### config.mk
export PLATFORM = sky130hd
export DESIGN_NAME = decode_fwd_scoreboard
export DESIGN_NICKNAME = d
export VERILOG_FILES = /design/src/rtl/decode_fwd_scoreboard.sv
export SDC_FILE = /design/constraint.sdc
export NUM_CORES = 1
export LEC_CHECK = 0
export BUFFER_PORTS_ARGS = -buffer_cell sky130_fd_sc_hd__buf_4
export CAP_MARGIN = 0
export CORE_AREA = 4 4 104 106
export CTS_CLUSTER_DIAMETER = 200
export DETAILED_ROUTE_END_ITERATION = 7
export DIE_AREA = 0 0 108 110
export PLACE_DENSITY = 0.79
export SYNTH_ARGS = -nofsm -noshare
export SYNTH_HDL_FRONTEND = slang
export SYNTH_SLANG_ARGS = --single-unit
### constraint.sdc
create_clock -name clk -period 1.95 [get_ports clk]
set_input_delay 0.0975 -clock clk [delete_from_list [all_inputs] [get_ports clk]]
set_output_delay 0.0975 -clock clk [all_outputs]
set_load 0.02 [all_outputs]
### src/rtl/decode_fwd_scoreboard.sv
`default_nettype none
// ============================================================================
// Module      : decode_fwd_scoreboard
// Description : Decode-stage operand forwarding and load-use interlock with an
//               in-flight destination tracker. Optional perf counters are
//               enabled by defining FWD_PERF_CNT_EN.
// Revision    : 1.0 - initial release
// ============================================================================
module decode_fwd_scoreboard #(
    parameter int DATA_WIDTH     = 32,
    parameter int RF_ADDR_WIDTH  = 5,
    parameter int NUM_SRC        = 2,
    parameter int NUM_STAGES     = 3,
    parameter int LD_READY_STAGE = 1
) (
    input  logic                             clk,
    input  logic                             rst,
    input  logic                             issue_valid_i,
    input  logic [RF_ADDR_WIDTH-1:0]         issue_rd_i,
    input  logic                             issue_wen_i,
    input  logic                             issue_ld_i,
    input  logic [NUM_SRC*RF_ADDR_WIDTH-1:0] src_addr_i,
    input  logic [NUM_SRC-1:0]               src_used_i,
    input  logic [NUM_SRC*DATA_WIDTH-1:0]    rf_data_i,
    input  logic [NUM_STAGES*DATA_WIDTH-1:0] stage_data_i,
    input  logic                             hold_i,
    input  logic                             flush_i,
    output logic [NUM_SRC*DATA_WIDTH-1:0]    src_data_o,
    output logic [NUM_SRC-1:0]               fwd_hit_o,
    output logic                             stall_o,
    output logic [NUM_STAGES-1:0]            stage_vld_o
`ifdef FWD_PERF_CNT_EN
    ,
    output logic [31:0]                      stall_cnt_o,
    output logic [31:0]                      fwd_cnt_o
`endif
);

    localparam int AW = RF_ADDR_WIDTH;
    localparam int DW = DATA_WIDTH;

    logic [NUM_STAGES-1:0]    vld_q, vld_d, wen_q, wen_d, ld_q, ld_d;
    logic [NUM_STAGES*AW-1:0] rd_q, rd_d;
    logic [NUM_STAGES-1:0]    producing;
    logic [NUM_STAGES-1:0]    ready;
    logic [NUM_SRC-1:0]       src_stall;
    logic                     issue_go;

    for (genvar s = 0; s < NUM_STAGES; s++) begin : g_stage
        assign producing[s]   = vld_q[s] && wen_q[s] && (rd_q[s*AW +: AW] != '0);
        assign stage_vld_o[s] = vld_q[s] && wen_q[s];
        if (s >= LD_READY_STAGE) begin : g_late
            assign ready[s] = 1'b1;
        end else begin : g_early
            assign ready[s] = !ld_q[s];
        end
    end

    // Oldest-to-youngest scan so the youngest matching producer wins.
    always_comb begin
        src_data_o = rf_data_i;
        fwd_hit_o  = '0;
        src_stall  = '0;
        for (int k = 0; k < NUM_SRC; k++) begin
            if (src_used_i[k] && (src_addr_i[k*AW +: AW] != '0)) begin
                for (int s = NUM_STAGES - 1; s >= 0; s--) begin
                    if (producing[s] && (rd_q[s*AW +: AW] == src_addr_i[k*AW +: AW])) begin
                        src_data_o[k*DW +: DW] = stage_data_i[s*DW +: DW];
                        fwd_hit_o[k]           = 1'b1;
                        src_stall[k]           = !ready[s];
                    end
                end
            end
        end
    end

    assign stall_o  = issue_valid_i && (|src_stall);
    assign issue_go = issue_valid_i && !stall_o && !flush_i;

    always_comb begin
        vld_d = vld_q;
        rd_d  = rd_q;
        wen_d = wen_q;
        ld_d  = ld_q;
        if (!hold_i) begin
            for (int s = NUM_STAGES - 1; s > 0; s--) begin
                vld_d[s]          = vld_q[s-1];
                rd_d[s*AW +: AW]  = rd_q[(s-1)*AW +: AW];
                wen_d[s]          = wen_q[s-1];
                ld_d[s]           = ld_q[s-1];
            end
            vld_d[0]    = issue_go;
            rd_d[AW-1:0] = issue_rd_i;
            wen_d[0]    = issue_wen_i;
            ld_d[0]     = issue_ld_i;
        end
    end

    always_ff @(posedge clk) begin
        if (rst) begin
            vld_q <= '0;
            rd_q  <= '0;
            wen_q <= '0;
            ld_q  <= '0;
        end else begin
            vld_q <= vld_d;
            rd_q  <= rd_d;
            wen_q <= wen_d;
            ld_q  <= ld_d;
        end
    end

`ifdef FWD_PERF_CNT_EN
    logic [31:0] stall_cnt_q;
    logic [31:0] fwd_cnt_q;

    always_ff @(posedge clk) begin
        if (rst) begin
            stall_cnt_q <= '0;
            fwd_cnt_q   <= '0;
        end else begin
            if (stall_o && !hold_i && (stall_cnt_q != 32'hFFFF_FFFF)) begin
                stall_cnt_q <= stall_cnt_q + 32'd1;
            end
            if (!hold_i && !stall_o && issue_valid_i && (|fwd_hit_o) &&
                (fwd_cnt_q != 32'hFFFF_FFFF)) begin
                fwd_cnt_q <= fwd_cnt_q + 32'd1;
            end
        end
    end

    assign stall_cnt_o = stall_cnt_q;
    assign fwd_cnt_o   = fwd_cnt_q;
`endif

endmodule
`default_nettype wire

==> results.md, run 1 <==
Status:
- The flow ran to the end, but the final reports show violations.
- The final reports fail on negative setup slack.

Pwr:
- The total power after layout is 2060 uW.
- The clock network power share is 20.2%.
- The switching share of total power is 34.2%.
- The analysis attributes to net switching a power of 707 uW.
- The power density over cell area is 258 mW/mm^2.
- Per report_power, the sequential group accounts for 23.7% of the total.
- VDD sags by at most 0.869 mV.
- The leakage dissipation is 0.00339 uW.
- Cell internal power was estimated by the tool at 1360 uW.
- Combinational logic burns 56.0% of the power.

Route:
- The remaining antenna violation count after routing is 0.
- The total iterations of the first detailed-routing run is 5.
- Summing over every cut layer, the via total after detailed routing is 6596.
- The first-iteration detailed-routing DRC count is 566.
- The detailed-routing wirelength on met1 is 8.34 mm.
- In the final routed layout, each cell accounts on average for 23.8 microns.
- Summed over all layers, the routed wires come to 24.5 mm.
- The vias per cell is 6.42.
- The DRC violations left is 0.
- The wire length on met3 is 2.56 mm.
- The top layer used by detailed routing is met4.
- The total length of routed met2 wires is 11.9 mm.

Logic synthesis:
- The number of enable-type register cells in the synthesized netlist is 0.
- For this run, the number of Yosys warnings is 0.
- The sequential-to-total area share from yosys stat is 11.3%.
- The leading register cell type out of synthesis is sky130_fd_sc_hd__dfxtp_1.
- The proportion of register bits with asynchronous set or reset after synthesis is 0%.
- The synthesized net count is 767.
- The proportion of netlist area held by the largest area contributor is 11.3%.
- Yosys mapped the design onto 49 distinct sky130hd cell types.
- The number of synthesized register bits is 22.
- By area the synthesized netlist is led by sky130_fd_sc_hd__dfxtp_1 (11%), sky130_fd_sc_hd__nand2_1 (9.2%), sky130_fd_sc_hd__a2bb2oi_1 (7.0%).
- The most area-hungry cell type in the Yosys netlist is sky130_fd_sc_hd__dfxtp_1.
- The netlist area before placement is 0.00390 sq mm.
- The cell count after synthesis is 583.
- The average size of a mapped cell is 6.70 sq um.

STA:
- The number of max-slew violations in the final report came to 0.
- The maximum clock frequency is 0.385 GHz.
- In this run the tightest slew margin relative to its limit is 66.7%.
- The shortest clock period the worst path allows after layout is 2.60 ns.
- Setup violations remaining at the end of the flow were counted as 68.
- Across all setup checks in the final design, the least slack found is -0.647 ns.
- In the finished design, the share of the clock period the worst path needs comes to 133%.
- Between clock sinks in the finished design, the worst skew comes to 0.00163 ns.
- The final hold violation count is 0.
- The slew at the pin closest to its max-slew limit is 0.499 ns.
- Setup repair after global routing could not meet its margin everywhere.

Critical path:
- Across all register-to-register paths, the minimum setup slack is -0.27 ns.
- The element type at the critical path end is an output port.
- The data arrival time of the critical path is 2.50 ns.
- The startpoint type of the worst setup path is a register.
- In this run the worst path has a maximum fanout of 7.
- The category of the most critical setup path is reg2out.
- For the worst setup path, the data required time is 1.85 ns.

Finish:
- The proportion of layout cells with a drive suffix above 1 is 58.4%.
- The area growth from synthesis to layout is 105%.
- The final cell utilization of the core is 81.8%.
- The number of nets in the layout is 1079.

Clock tree:
- The sink count of the clock tree is 22.
- The tree is rooted in a sky130_fd_sc_hd__clkbuf_8.
- After clock tree synthesis, the clock-pin slew on the worst setup and hold paths is 0.08 ns.
- The buffer levels on the longest clock path is 2.
- For this design, the CTS-stage hold fixing added 0 buffers.
- The number of buffers added by the clock tree synthesis step is 3.
- The depth of the CTS H-tree is 1.
- The source-to-sink clock delay at the later pin of the worst-skew pair is 0.25 ns.
- The TritonCTS clock tree is done.

GRT:
- The number of global-route vias before repair is 6385.
- The number of antenna violations at the first check in global routing is 0.
- The first global-routing pass estimated 33.4 mm of wire.
- For this run, the total global-route usage over all layers was measured as 35.5%.
- The largest net degree at the start of global routing is 33.
- The total overflow reported by the global router is 0.

Place:
- Routability-driven placement finished with a final weighted congestion of 0.978.
- The count of input and output buffers is 253.
- Detailed placement finished with a half-perimeter wire length of 16.0 mm.

Floorplan:
- The die covers 0.0119 sq mm.
- The total area inside the core boundary comes to 0.00977 sq mm.
- The number of placement rows is 36.
- The die outline height is 110 microns.
- For this design the top-level I/O count stands at 254.
- The die is 108 microns wide.
- For this configuration, the core starts out at a cell density of 39.9%.

Job:
- The reported max-cap violation count is 0.

Min path:
- The path type of the worst min-delay path is in2reg.
## layout make-up
type	count	area (sq um)
Antenna cell	1	2.50
Clock buffer	3	41.3
Clock inverter	1	30.0
Fill cell	603	1780
Inverter	5	18.8
Multi-Input combinational cell	502	4070
Sequential cell	22	472
Tap cell	133	166
Timing Repair Buffer	361	3190
## cells in the final DEF (no fill, tap or decap), types with 8 or more instances in the layout
master	netlist	final
sky130_fd_sc_hd__buf_12	0	16
sky130_fd_sc_hd__dfxtp_2	0	10
sky130_fd_sc_hd__xor2_1	15	15
sky130_fd_sc_hd__a32o_2	0	19
sky130_fd_sc_hd__mux2i_1	21	21
sky130_fd_sc_hd__o21ai_0	31	10
sky130_fd_sc_hd__a2bb2oi_4	0	28
sky130_fd_sc_hd__a31o_1	11	11
sky130_fd_sc_hd__nand3_1	34	33
sky130_fd_sc_hd__nor2_1	66	61
sky130_fd_sc_hd__xnor2_1	15	8
sky130_fd_sc_hd__a221oi_2	10	12
sky130_fd_sc_hd__o211ai_1	32	32
sky130_fd_sc_hd__a211oi_2	1	15
sky130_fd_sc_hd__o21ai_1	12	23
sky130_fd_sc_hd__buf_4	4	298
sky130_fd_sc_hd__nor2_2	9	12
sky130_fd_sc_hd__buf_6	4	40
sky130_fd_sc_hd__o21ai_2	1	8
sky130_fd_sc_hd__nand2_1	96	93
sky130_fd_sc_hd__a21oi_1	33	31
## kinds of logic after synthesis
kind of cell,count (synthesis),synth area share [%]
xor+xnor,30,6.73
simple gates,234,27.2
buf+inv,63,7.76
compound gates,213,41.6
flops,22,11.3
mux,21,5.38
## critical path, cell delays in order, from the launching register on
cell                       delay [ns]
sky130_fd_sc_hd__dfxtp_4         0.37
sky130_fd_sc_hd__or4_4           0.54
sky130_fd_sc_hd__o21ai_4         0.21
sky130_fd_sc_hd__or3_4           0.28
sky130_fd_sc_hd__buf_12          0.17
sky130_fd_sc_hd__o21ai_1         0.08
sky130_fd_sc_hd__a221oi_2        0.26
sky130_fd_sc_hd__or2_1           0.19
sky130_fd_sc_hd__buf_6           0.13
## cell usage after synthesis (2+ instances only)
master,instances
sky130_fd_sc_hd__nand2_1,96
sky130_fd_sc_hd__nor2_1,66
sky130_fd_sc_hd__nand3_1,34
sky130_fd_sc_hd__a21oi_1,33
sky130_fd_sc_hd__o211ai_1,32
sky130_fd_sc_hd__a2bb2oi_1,31
sky130_fd_sc_hd__o21ai_0,31
sky130_fd_sc_hd__clkbuf_1,30
sky130_fd_sc_hd__dfxtp_1,22
sky130_fd_sc_hd__a211oi_1,21
sky130_fd_sc_hd__mux2i_1,21
sky130_fd_sc_hd__a32o_1,19
sky130_fd_sc_hd__buf_2,17
sky130_fd_sc_hd__xnor2_1,15
sky130_fd_sc_hd__xor2_1,15
sky130_fd_sc_hd__o21ai_1,12
sky130_fd_sc_hd__a31o_1,11
sky130_fd_sc_hd__a221oi_2,10
sky130_fd_sc_hd__nor2_2,9
sky130_fd_sc_hd__inv_1,5
sky130_fd_sc_hd__buf_4,4
sky130_fd_sc_hd__buf_6,4
sky130_fd_sc_hd__nor3_1,4
sky130_fd_sc_hd__nor4_1,4
sky130_fd_sc_hd__and2_1,3
sky130_fd_sc_hd__buf_1,3
sky130_fd_sc_hd__or4_1,3
sky130_fd_sc_hd__a221oi_1,2
sky130_fd_sc_hd__nor3_4,2
sky130_fd_sc_hd__o32a_1,2
sky130_fd_sc_hd__or2_1,2
sky130_fd_sc_hd__or3_1,2
sky130_fd_sc_hd__or4_4,2
## power by group through the flow
stage / registers, uW / clock network [uW] / logic [uW]
global route: 490 / 441 / 1200
floorplan: 493 / 0 / 440
global placement: 495 / 0 / 1040
CTS: 487 / 421 / 1080
finish: 490 / 418 / 1160
detailed placement: 496 / 0 / 1050
## layer usage
metal | track usage (%) | vias up
met3 | 7.11 | 152
met2 | 62.0 | 522
met1 | 40.6 | 3108
met4 | 19.5 | 0
met5 | 0 | -
li1 | - | 2814
## sequential cells by signal, summed over array words and instances, names as in the netlist
name / flops
ld_q: 1
wen_q: 3
vld_q: 3
rd_q: 15
## worst paths after layout
path,depth (start not counted),start,to
min reg2reg,2,ld_q[0]$_SDFFE_PP0N_,ld_q[0]$_SDFFE_PP0N_
max reg2reg,13,rd_q[1]$_SDFFE_PP0N_,vld_q[0]$_SDFFE_PP0N_
min,3,issue_rd_i[1],rd_q[1]$_SDFFE_PP0N_
max,8,rd_q[1]$_SDFFE_PP0N_,src_data_o[21]
## per-stage QoR
stage	setup WS, ns	instances	area [sq um]	setup TNS [ns]	hold WS [ns]
3_3_place_gp	-0.421	984	7040	-21.32	0.328
2_1_floorplan	-0.0600	583	4580	-2.00	0.170
4_1_cts	-0.542	1016	7530	-32.89	0.0687
6_report	-0.647	1028	7990	-35.98	0.0696
5_1_grt	-0.731	1027	7990	-41.02	0.0820
3_5_place_dp	-0.534	984	7040	-25.61	0.338
## timing repair
item / 4_1_cts / 5_1_grt
gates cloned: 5 / 7
pin swaps: 15 / 23
endpoints found under the setup margin: 67 / 68
buffers inserted: 23 / 4
gates resized for setup: 48 / 69
Power figures use the tool's default switching activity.
==> run 2, diff against run 1 <==
==> constraint.sdc (replaced) <==
create_clock -name clk -period 1.95 [get_ports clk]
set_input_delay 0.2925 -clock clk [delete_from_list [all_inputs] [get_ports clk]]
set_output_delay 0.2925 -clock clk [all_outputs]
set_load 0.02 [all_outputs]
==> run 2 against run 1 <==
The flow still finishes with violations (negative setup slack). Sequential share of layout area is 0.47 points lower. Worst setup slack worse by 0.19 ns. Critical endpoint is now src_data_o[19]. Highest routed layer unchanged. Flip-flop and latch count stayed put. Die area stayed put. Largest cell class unchanged. Fmax is 6.9% lower. Cell count is 2.1% higher. Critical path depth is 1 higher. Non-clock buffer count is 27 higher.
==> results.md, run 2 (synthesis results as in run 1) <==
Floorplan:
- The placeable core region is 0.00977 sq mm.
- The number of primary I/O pins is 254.
- The die outline height is 110 microns.
- In this run the core area contains 36 standard-cell rows.
- The die outline width is 108 microns.
- For this configuration, the core starts out at a cell density of 39.9%.
- The die covers 0.0119 sq mm.

Place:
- The cell total after placement is 1006.
- At the end of routability-driven placement, the weighted congestion stood at 0.988.
- Input and output buffers added on the ports amount to 253.
- Prior to clock tree synthesis, the placed netlist has a worst setup slack of -0.524 ns.
- Detailed placement ended at an HPWL of 16.4 mm.

STA:
- The slew at the pin closest to its max-slew limit is 0.420 ns.
- Setup repair after global routing could not meet its margin everywhere.
- The shortest clock period the worst path allows after layout is 2.79 ns.
- The maximum clock frequency is 0.358 GHz.
- The final period utilization is 143%.
- The final number of setup-violating endpoints is 68.
- The worst path setup slack after routing is -0.841 ns.
- The final hold violation count is 0.
- On the final layout, the worst clock skew is 0.00283 ns.
- The number of max-slew violations in the final report is 0.
- The worst slew margin relative to its limit is 72.0%.

Finish:
- At the end of the flow, the number of nets in the layout was 1102.
- The number of cells in the finished layout apart from fillers is 1050.
- Of the cells placed in the final design, the portion with a size suffix greater than 1 is 62.3%.
- The fill cell instance count of the final layout is 482.
- The largest registers in the layout are rd_q (15), vld_q (3), wen_q (3).
- Summing all flip-flop and latch instances after layout gives 469 sq um.
- Ranked by flip-flop count, first place goes to rd_q.
- The area used by multi-input combinational logic is 0.00419 sq mm.
- The register with the most flip-flops in the layout has 15 of them.
- From synthesis to final layout, the design area changed by 121%.
- The number of antenna diodes in the final layout is 0.
- The most common library cell in the layout ignoring fill and taps is sky130_fd_sc_hd__buf_4.
- The library cells used most frequently in the layout, excluding fill and tap cells, are sky130_fd_sc_hd__buf_4 (258), sky130_fd_sc_hd__buf_6 (93), sky130_fd_sc_hd__nand2_1 (83).

Critical path:
- The category of the most critical setup path is reg2out.
- The data arrival time of the critical path is 2.50 ns.
- The required time of the worst setup path is 1.66 ns.
- STA classifies the critical path endpoint as an output port.
- The biggest fanout along the worst timing path is 17.
- The worst register-to-register path has a depth of 10.
- The endpoint identified for the worst register-to-register timing path is vld_q[0]$_SDFFE_PP0N_.
- Among the stages of the critical path, the cell type that occurs most often is sky130_fd_sc_hd__buf_12.
- The signal on the critical path passes through or4_4, o21ai_4, nor3_4, buf_12, nor2_4, buf_12, a211oi_1, a32o_2, buf_6.
- The longest individual stage delay on the worst path is 0.55 ns.
- The library cell contributing the largest single delay on the critical path is sky130_fd_sc_hd__or4_4.
- The register-to-register setup slack is -0.05 ns.
- The worst setup path is launched from a register.
- In this run the critical register-to-register path is launched from rd_q[4]$_SDFFE_PP0N_.

Route:
- The routed wirelength normalized by instance count is 23.3 microns.
- After the first detailed-routing iteration, the DRC count stood at 580.
- The wire length after detailed routing is 24.4 mm.
- In this run the remaining antenna-violating nets after routing total 0.
- The total iterations of the first detailed-routing run is 5.
- Using the TritonRoute via totals, the vias-per-cell ratio works out to 6.42.
- In the routed design, unresolved DRC markers number 0.
- The via total after detailed routing is 6743.

Clock tree:
- At the later pin of the worst-skew pair, clock insertion delay measures 0.28 ns.
- Clock tree synthesis selected as its root buffer the cell sky130_fd_sc_hd__clkbuf_8.
- TritonCTS built the clock tree.
- The CTS clock-pin slew for the worst setup and hold paths is 0.09 ns.
- CTS built an H-tree with a depth of 1.
- The count of hold buffers inserted by post-cts repair is 0.
- The buffer levels on the longest clock path is 2.
- Counting the buffers created by CTS gives 3.
- The sink count of the clock tree is 22.

Min path:
- The tightest min-delay check is of the in2reg type.
- The worst hold path terminates at rd_q[3]$_SDFFE_PP0N_.
- The worst hold path passes through 3 cells.
- The worst min-delay path startpoint is issue_rd_i[3].

GRT:
- In the global route stage, met2 resource usage came out at 65.7%.
- Global routing used 36.4% of the available tracks across all layers.
- The number of antenna violations at the first check in global routing came to 0.
- Entering global routing, the biggest net connects 33 pins.
- The met1 layer usage reported by global route is 41.2%.
- The total overflow reported by the global router is 0.
- The first-pass GRT wire length is 34.4 mm.
- In the global route stage, met3 resource usage came out at 6.06%.
- The number of global-route vias before repair was 6721.
- The global routing stage identified its most utilized layer as met2.

Pwr:
- After layout, the design draws a total of 2120 uW.
- The power density over cell area is 246 mW/mm^2.
- The leakage dissipation is 0.00364 uW.
- The worst-case vdd ir drop is 0.710 mV.

Job:
- Max-cap violations in this run came to 0.

Status:
- The run finished, with violations left.
- The checks that failed: negative setup slack.
-- run 2: routing by layer --
metal  wire length (microns)  share of wire (%)
met1                    8120                 33
met3                    2630                 11
met4                    1640                6.7
met5                       0                  0
met2                   12100                 49
-- run 2: report_power, final --
group	internal [uW]	switching, uW
Clock	182	186
Combinational	694	576
Sequential	465	23.0
Total	1340	784
-- run 2: how the worst max path moves through the flow --
stage	startpoint	endpoint	slack, ns	cells past startpoint
CTS	rd_q[11]$_SDFFE_PP0N_	src_data_o[49]	-0.77	11
detailed placement	src_addr_i[2]	src_data_o[20]	-0.52	9
global route	rd_q[10]$_SDFFE_PP0N_	src_data_o[33]	-0.92	10
finish	rd_q[4]$_SDFFE_PP0N_	src_data_o[19]	-0.84	9
global placement	src_addr_i[7]	src_data_o[43]	-0.50	10
floorplan	rd_q[1]$_SDFFE_PP0N_	src_data_o[0]	-0.25	8
-- run 2: layout make-up --
| type | count | area share [%] |
|---|---|---|
| repair buffers | 388 | 43.3 |
| flip-flops and latches | 22 | 5.44 |
| clock buffers | 4 | 0.638 |
| inverters | 5 | 0.217 |
| multi-input cells | 498 | 48.5 |
| well taps | 133 | 1.93 |
-- run 2: what timing repair did --
item                       CTS  global route
cloned                       6             1
gates resized for setup    133            83
pin swaps                   55            45
setup endpoints to repair   67            68
buffers inserted            22            14
-- run 2: worst max-delay path, delay by kind of cell, from the launching register on --
| kind | cells | cell delay (ns) |
|---|---|---|
| AOI/OAI and AO/OA | 3 | 0.57 |
| and+or+nand+nor | 3 | 0.81 |
| DFF | 1 | 0.34 |
| buffers and inverters | 3 | 0.47 |
-- run 2: stage by stage --
stage	setup TNS (ns)	utilization [%]	instance area, sq um	hold slack [ns]
finish	-51.63	88.3	8630	0.246
global route	-56.59	88.3	8630	0.251
CTS	-46.90	83.7	8180	0.255
detailed placement	-31.82	74.3	7260	0.481
floorplan	-14.73	-	4600	0.357
global placement	-29.37	74.3	7260	0.465
